[src/rtl/othello_turn_ctrl.sv]
// Turn sequencer for an Othello board: cursor movement, legality handshake, pass/commit counting.
// Optional per-turn timeout timer is built only when TURN_TIMEOUT_EN is defined.
module othello_turn_ctrl #(
    parameter int BOARD_N       = 8,
    parameter int PLAYERS       = 2,
    parameter int TICK_DIV      = 833333,
    parameter int TIMEOUT_TICKS = 30
) (
    input  logic                       clk,
    input  logic                       reset_n,
    input  logic                       start,
    input  logic                       up,
    input  logic                       down,
    input  logic                       left,
    input  logic                       right,
    input  logic                       place,
    input  logic                       pass,
    input  logic                       chk_ack,
    input  logic                       chk_legal,
    output logic [$clog2(BOARD_N)-1:0] cursor_x,
    output logic [$clog2(BOARD_N)-1:0] cursor_y,
    output logic [1:0]                 player,
    output logic                       chk_req,
    output logic                       commit,
    output logic                       draw_cursor,
    output logic [7:0]                 time_left,
    output logic                       game_over,
    output logic [2:0]                 state
);
    localparam int CW = $clog2(BOARD_N);
    localparam int NW = $clog2(BOARD_N * BOARD_N);
    localparam logic [CW-1:0] MAX_C      = CW'(BOARD_N - 1);
    localparam logic [CW-1:0] ONE_C      = CW'(1);
    localparam logic [NW-1:0] ONE_N      = NW'(1);
    localparam logic [NW-1:0] COMMIT_LIM = NW'(BOARD_N * BOARD_N - 4);
    localparam logic [2:0]    PASS_LIM   = 3'(PLAYERS);
    localparam logic [1:0]    LAST_P     = 2'(PLAYERS - 1);

    typedef enum logic [2:0] {
        IDLE   = 3'd0,
        SELECT = 3'd1,
        CHECK  = 3'd2,
        COMMIT = 3'd3,
        NEXT   = 3'd4,
        OVER   = 3'd5
    } state_t;

    state_t          state_q, state_d;
    logic [6:0]      keys, hist_q, edges;
    logic            start_e, place_e, pass_e, up_e, down_e, left_e, right_e;
    logic [CW-1:0]   cx_q, cy_q;
    logic [1:0]      player_q;
    logic [2:0]      pass_cnt_q;
    logic [NW-1:0]   commit_cnt_q;
    logic            init_game, move_up, move_down, move_left, move_right;
    logic            pass_inc, commit_inc, timeout;

    assign keys  = {start, place, pass, up, down, left, right};
    assign edges = keys & ~hist_q;
    assign {start_e, place_e, pass_e, up_e, down_e, left_e, right_e} = edges;

    always_ff @(posedge clk or negedge reset_n) begin
        if (!reset_n) state_q <= IDLE;
        else          state_q <= state_d;
    end

    // start wins in every legal state; only one SELECT event is honoured per cycle
    always_comb begin
        state_d    = state_q;
        init_game  = 1'b0;
        move_up    = 1'b0;
        move_down  = 1'b0;
        move_left  = 1'b0;
        move_right = 1'b0;
        pass_inc   = 1'b0;
        commit_inc = 1'b0;
        if (start_e && (state_q <= OVER)) begin
            state_d   = SELECT;
            init_game = 1'b1;
        end else begin
            case (state_q)
                IDLE: ;
                SELECT: begin
                    if (place_e) begin
                        state_d = CHECK;
                    end else if (pass_e || timeout) begin
                        pass_inc = 1'b1;
                        state_d  = ((pass_cnt_q + 3'd1) == PASS_LIM) ? OVER : NEXT;
                    end else if (up_e)    move_up    = 1'b1;
                    else if (down_e)      move_down  = 1'b1;
                    else if (left_e)      move_left  = 1'b1;
                    else if (right_e)     move_right = 1'b1;
                end
                CHECK:  if (chk_ack) state_d = chk_legal ? COMMIT : SELECT;
                COMMIT: begin
                    commit_inc = 1'b1;
                    state_d    = ((commit_cnt_q + ONE_N) == COMMIT_LIM) ? OVER : NEXT;
                end
                NEXT:   state_d = SELECT;
                OVER:   ;
                default: state_d = IDLE;
            endcase
        end
    end

    always_ff @(posedge clk or negedge reset_n) begin
        if (!reset_n) begin
            hist_q       <= '1;
            cx_q         <= '0;
            cy_q         <= '0;
            player_q     <= '0;
            pass_cnt_q   <= '0;
            commit_cnt_q <= '0;
        end else begin
            hist_q <= keys;
            if (init_game) begin
                cx_q         <= '0;
                cy_q         <= '0;
                player_q     <= '0;
                pass_cnt_q   <= '0;
                commit_cnt_q <= '0;
            end else begin
                if (move_up)    cy_q <= (cy_q == '0)    ? MAX_C : cy_q - ONE_C;
                if (move_down)  cy_q <= (cy_q == MAX_C) ? '0    : cy_q + ONE_C;
                if (move_left)  cx_q <= (cx_q == '0)    ? MAX_C : cx_q - ONE_C;
                if (move_right) cx_q <= (cx_q == MAX_C) ? '0    : cx_q + ONE_C;
                if (pass_inc)   pass_cnt_q <= pass_cnt_q + 3'd1;
                if (commit_inc) begin
                    commit_cnt_q <= commit_cnt_q + ONE_N;
                    pass_cnt_q   <= '0;
                end
                if (state_q == NEXT) player_q <= (player_q == LAST_P) ? 2'd0 : player_q + 2'd1;
            end
        end
    end

`ifdef TURN_TIMEOUT_EN
    localparam int PW = $clog2(TICK_DIV);
    localparam logic [PW-1:0] PRESC_TOP = PW'(TICK_DIV - 1);

    logic [PW-1:0] presc_q;
    logic [7:0]    tl_q;
    logic          reload;

    // free-running prescaler; the turn budget only drains while a move is pending
    assign reload = init_game || (state_q == NEXT);

    always_ff @(posedge clk or negedge reset_n) begin
        if (!reset_n) begin
            presc_q <= PRESC_TOP;
            tl_q    <= 8'(TIMEOUT_TICKS);
        end else if (reload) begin
            presc_q <= PRESC_TOP;
            tl_q    <= 8'(TIMEOUT_TICKS);
        end else begin
            presc_q <= (presc_q == '0) ? PRESC_TOP : presc_q - PW'(1);
            if ((presc_q == '0) && ((state_q == SELECT) || (state_q == CHECK)) && (tl_q != 8'd0))
                tl_q <= tl_q - 8'd1;
        end
    end

    assign time_left = tl_q;
    assign timeout   = (tl_q == 8'd0);
`else
    assign time_left = 8'd0;
    assign timeout   = 1'b0;
`endif

    assign cursor_x    = cx_q;
    assign cursor_y    = cy_q;
    assign player      = player_q;
    assign chk_req     = (state_q == CHECK);
    assign commit      = (state_q == COMMIT);
    assign draw_cursor = (state_q == SELECT);
    assign game_over   = (state_q == OVER);
    assign state       = state_q;

endmodule

[config.mk]
export PLATFORM = sky130hd
export DESIGN_NAME = othello_turn_ctrl
export DESIGN_NICKNAME = d
export VERILOG_FILES = /design/src/rtl/othello_turn_ctrl.sv
export SDC_FILE = /design/constraint.sdc
export NUM_CORES = 1
export LEC_CHECK = 0
export ABC_AREA = 1
export BUFFER_PORTS_ARGS = -buffer_cell sky130_fd_sc_hd__buf_2
export CELL_PAD_IN_SITES_DETAIL_PLACEMENT = 1
export CELL_PAD_IN_SITES_GLOBAL_PLACEMENT = 2
export CORE_MARGIN = 1.5
export CORE_UTILIZATION = 31
export DETAILED_ROUTE_END_ITERATION = 12
export PLACE_DENSITY = 0.89
export REMOVE_ABC_BUFFERS = 1
export SETUP_SLACK_MARGIN = 0.2
export SYNTH_ARGS = -nofsm -noshare
export SYNTH_HDL_FRONTEND = slang
export SYNTH_SLANG_ARGS = --single-unit
[constraint.sdc]
create_clock -name clk -period 1.8 [get_ports clk]
set_input_delay 0.09 -clock clk [delete_from_list [all_inputs] [get_ports clk]]
set_output_delay 0.09 -clock clk [all_outputs]
set_load 0.02 [all_outputs]
==> Word level (Yosys, flattened, before mapping) <==
Cells that the tools add are included.
{ "word_totals": {"latchBits": 0, "in_bits": 11, "memories": 0, "output_inout_bits": 23, "register_bits": 27, "romBits": 0, "ramBits": 0, "word_cells": 100} }
{ "classes": {"n_eq_ne": 13, "n_shift": 0, "addsub": 7, "div": 0, "mul": 0, "n_reduce_logical": 11, "magnitude_cmp": 1, "muxes": 59, "bitwise_logic": 2} }
{ "ops": {"columns": ["operator", "count"], "rows": [
  ["$mux W3", 17],
  ["$mux W1", 35],
  ["$pmux W3 S5", 1],
  ["$eq A3 B3 Y1 const B", 4],
  ["$mux W6", 2],
  ["$add A3 B1 Y3 const B", 3],
  ["$eq A3 B2 Y1 const B", 3],
  ["$logic_not A3 Y1", 3],
  ["$reduce_bool A3 Y1", 3],
  ["$mux W2", 4],
  ["$and A7 B7 Y7", 1],
  ["$not A7 Y7", 1],
  ["$add A6 B1 Y6 const B", 1],
  ["$eq A6 B6 Y1 const B", 1],
  ["$sub A3 B1 Y3 const B", 2],
  ["$ne A4 B1 Y1 const B", 1],
  ["$reduce_bool A2 Y1", 2],
  ["$eq A3 B1 Y1 const B", 1],
  ["$le A3 B3 Y1 const B", 1],
  ["$ne A3 B2 Y1 const B", 1],
  ["$reduce_and A3 Y1", 1],
  ["$add A2 B1 Y2 const B", 1],
  ["$eq A2 B1 Y1 const B", 1],
  ["$ne A2 B1 Y1 const B", 1],
  ["2 further kinds", 2]
]} }

==> Longest topological paths before layout <==
{ "depth": {"ltp_word": 12, "ltp_mapped": 10, "mapped_depth_nobuf": 10} }

==> Least setup slack after synthesis <==
No wires, ideal clock.
{ "synth_path": {"path_kind": "reg-to-reg", "from": "register state_q[1], in the netlist state[1]", "to": "register state_q[0], in the netlist state[0]", "setup_ps": 121, "required_ps": 1679, "arrival_ps": 1667, "path_slack_ps": 12, "stages_incl_launch_ff": 8, "path_buffers": 0, "synth_period_minus_slack_ps": 1788, "path_cell_list": "dfrtp_1 > inv_1 > nor3_1 > nand2_1 > nand4_2 > nor2_1 > nand2_1 > nand2_1"} }
{ "synth_via": {"word_cells_on_any_way": 15, "classes_between": "1 x order compare; 8 x eq/ne; 2 x mux; 4 x reduce/logical"} }
{ "synth_lines": {"columns": ["element", "line_no", "source"], "rows": [
  ["start, declared", "48", "state_t state_q, state_d;"],
  ["start signal, assigned", "64", "else state_q <= state_d;"],
  ["$eq A3 B2 Y1 *", null, null],
  ["via chk_req", "23", "output logic chk_req,"],
  ["$pmux W3 S5 or $ne A3 B2 Y1 (tied branches)", null, null],
  ["$mux W3 or $reduce_and A3 Y1 (tied branches)", null, null]
]} }
The timed path passes the listed nets; every way through them passes the cells marked *.
A chain may end at the register's enable or synchronous reset.

==> Worst setup path in the final report <==
{ "layout_path": {"from": "input port pass", "to": "register cx_q[0], in the netlist cursor_x[0]"} }
{ "layout_via": {"elab_chain_cells": 7, "word_cells_on_any_way": 12, "classes_between": "10 x mux; 1 x bitwise; 1 x reduce/logical"} }
{ "layout_lines": {"columns": ["element", "line_no", "source"], "rows": [
  ["start, declared", "17", "input logic pass,"],
  ["$and A7 B7 Y7 *", "59", "assign edges = keys & ~hist_q;"],
  ["$mux W1", "86", "end else if (pass_e || timeout) begin"],
  ["$mux W1", "84", "if (place_e) begin"],
  ["$mux W1", "81", "case (state_q)"],
  ["$mux W1", "77", "if (start_e && (state_q <= OVER)) begin"],
  ["$mux W3", "126", "if (move_right) cx_q <= (cx_q == MAX_C) ? '0 : cx_q + ONE_C;"],
  ["$mux W3", "116", "if (init_game) begin"],
  ["end signal, assigned", "125", "if (move_left) cx_q <= (cx_q == '0) ? MAX_C : cx_q - ONE_C;"],
  ["end signal, assigned", "126", null],
  ["end, declared", "51", "logic [CW-1:0] cx_q, cy_q;"]
]} }
Every way passes the cells marked *; elsewhere a longest branch is shown, timed or not.

==> flow_summary.json <==
{
  "status": "completed",
  "min_period_over_period_pct": 81.6,
  "cts_max_path_buffers": 2,
  "yosys_warnings": 0,
  "slew_headroom_pct": 57.2,
  "portBuffers": 25,
  "antenna_found_initial": 0,
  "hold_class": "input pin to register",
  "fin_crit_ns": 1.47,
  "critPathMaxFanout": 3,
  "via_per_inst": 4.57,
  "worst_slew_pin_slew_ns": 0.642,
  "insertion_delay_ns": 0.28,
  "dp.cells": 315,
  "htreeDepth": 1,
  "reg2reg_from": "state[1]",
  "dr.pass1.iters": 4,
  "wl_per_cell_um": 12.1,
  "crit_buf_inv": 4,
  "worstHoldStart": "chk_ack",
  "hold_violations": 0,
  "cp_common_cell": "nor2_1",
  "path_class": "input pin to register",
  "yosysTopAreaCell": "dfrtp_1",
  "overflow": 0,
  "syn_inst": 220,
  "path_clk_slew_ns": 0.10,
  "drc_errors": 0,
  "die_y_um": 77.0,
  "worstSetupStartpoint": "pass",
  "ys.flop_type": "dfrtp_1",
  "vias": 1494,
  "ys_types": 28,
  "cpPeakStageDelay_ns": 0.53,
  "synthArstFlopShare_pct": 100,
  "ys_ff_latch": 27,
  "synth.top_cell.area_share_pct": 29.5,
  "synth_edf_count": 0,
  "crit_arrival_ns": 1.67,
  "drv_slew": 0,
  "utilization_pct": 39.0,
  "rrSetupSlack_ns": 0.34,
  "num_rows": 26,
  "fin_tns_setup_ns": 0,
  "setup_viol": 0,
  "initial_utilization_pct": 32.6,
  "maxCapViolCount": 0,
  "p_per_area_nw_per_um2": 1150,
  "crit_path_end_kind": "register",
  "instances_no_fill": 327,
  "die_w_um": 77.0,
  "critical-path-top-delay-family": "buffers and inverters",
  "cts_tree": "yes",
  "synth_area_um2": 1700,
  "grt_pass1_vias": 1517,
  "post_cts_buffers": 0,
  "vdd_drop_max_v": 0.000488,
  "finalClockSkew_ns": 0.00462,
  "grt.total_usage_pct": 14.0,
  "grt_first_pass_wirelength_um": 6760,
  "synth_common_cells": "57 x nand2_1, 36 x inv_1, 20 x dfrtp_1",
  "yosysMostFrequentCell": "nand2_1",
  "routabilityCongestion": 0.842,
  "cts_made_buffers": 3,
  "die_area_um2": 5930,
  "hpwl_um": 3000,
  "crit_required_ns": 2.00,
  "synth-seq-area-share_pct": 40.3,
  "fin_nets": 281,
  "slowest_stage": "dlygate4sd3_1",
  "clockRootBuffer": "clkbuf_8",
  "synth.avg_cell_area_um2": 7.71,
  "grt_max_degree": 28,
  "pin_count": 34,
  "drive_gt1_share_pct": 21.8,
  "drtAntennaViolNets": 0,
  "fp.coreArea_um2": 5200,
  "synth.area.top_cells": "dfrtp_1 29%, nand2_1 13%, dfstp_2 11%",
  "power.leakage_nw": 1.07,
  "syn2layout_area_growth_pct": 19.6,
  "drt_iter0_drc": 28,
  "clock_sinks": 27,
  "max_freq_mhz": 681,
  "startpoint_type": "input pin",
  "grt_setup_unrepaired": "no",
  "diodes": 0,
  "drt_wl_total_um": 3970,
  "path_cells": "dlygate4sd3_1 -> buf_2 -> inv_1 -> nor2_1 -> inv_1 -> nand2_1 -> nor2_1 -> nor2_1 -> nand3_1 -> o21ai_0"
}
layout by cell type, fill, tap and decap left out, types with 8 or more instances in the layout:
| cell type | synthesis | layout |
|---|---|---|
| buf_2 | 0 | 25 |
| conb_1 | 1 | 8 |
| dfrtp_1 | 20 | 18 |
| dlygate4sd3_1 | 0 | 8 |
| ha_1 | 12 | 12 |
| inv_1 | 36 | 34 |
| nand2_1 | 57 | 56 |
| nand3_1 | 14 | 13 |
| nor2_1 | 19 | 18 |
| o21ai_0 | 12 | 12 |
repair_timing:
item,4_1_cts,5_1_grt
hold buffers,8,0
setup endpoints to repair,5,5
gates resized for setup,2,6
endpoints found under the hold margin,27,0
kinds of logic after synthesis:
| group | Yosys count | synth area share, % |
|---|---|---|
| AO/OA/AOI/OAI | 27 | 8.85 |
| AND/OR/NAND/NOR | 104 | 28.0 |
| other | 1 | 0.221 |
| XOR/XNOR | 4 | 2.07 |
| flip-flops | 27 | 40.3 |
| adder cells (fa/ha/maj) | 12 | 8.85 |
| buffers and inverters | 45 | 11.7 |
power breakdown:
group	switching [mW]	leakage (nW)	total, mW	internal (mW)
Combinational	0.685	0.710	1.06	0.376
Sequential	0.162	0.341	0.905	0.743
Clock	0.207	0.0217	0.364	0.158
routing by layer:
| metal | track usage [%] | vias to the layer above | part of all wire [%] |
|---|---|---|---|
| li1 | - | 749 | - |
| met1 | 17.8 | 723 | 47 |
| met2 | 25.0 | 20 | 50 |
| met3 | 2.98 | 2 | 2.7 |
| met4 | 1.64 | 0 | 0.30 |
| met5 | 0 | - | 0 |
layout make-up:
class / instances / area, um2
timing repair buffer: 34 / 213
clock buffer: 3 / 41.3
tap: 70 / 87.6
sequential: 27 / 687
fill: 675 / 3180
clock inverter: 1 / 7.51
inverter: 37 / 139
multi-input combinational: 155 / 855
flip-flops by register name, summed over array words and instances, names as in the netlist:
| register | count |
|---|---|
| hist_q | 7 |
| pass_cnt_q | 3 |
| commit_cnt_q | 6 |
| cursor_y | 3 |
| player | 2 |
| state | 3 |
| cursor_x | 3 |
worst reg2reg max path, stage by stage, from the launching register on:
cell and delay [ns]:
dfrtp_1 0.47, nand2_1 0.13, nand3_4 0.14, nand2_1 0.10, nor2_2 0.14, nand2_1 0.14, nand2_1 0.09, nand2_1 0.05
nand2_1 0.06, nand2_1 0.04
final timing paths:
check / to / depth (start not counted)
max in group asynchronous: state[0] / 2
worst max register to register: cursor_x[1] / 9
worst max-delay path: cursor_x[0] / 10
worst min-delay path: state[1] / 4
min in group asynchronous: pass_cnt_q[1] / 2
worst min register to register: player[1] / 2
metrics by stage:
| step | worst slack [ns] | hold WS, ns | area, um2 | power (mW) |
|---|---|---|---|---|
| CTS | 0.201 | 0.121 | 2020 | 2.35 |
| global route | 0.204 | 0.137 | 2030 | 2.53 |
| global placement | 0.109 | 0.148 | 1880 | 1.92 |
| finish | 0.331 | 0.124 | 2030 | 2.33 |
| floorplan | 0.0116 | -0.206 | 1660 | 1.62 |
| detailed placement | 0.127 | 0.151 | 1880 | 1.95 |
Power figures use the tool's default switching activity.
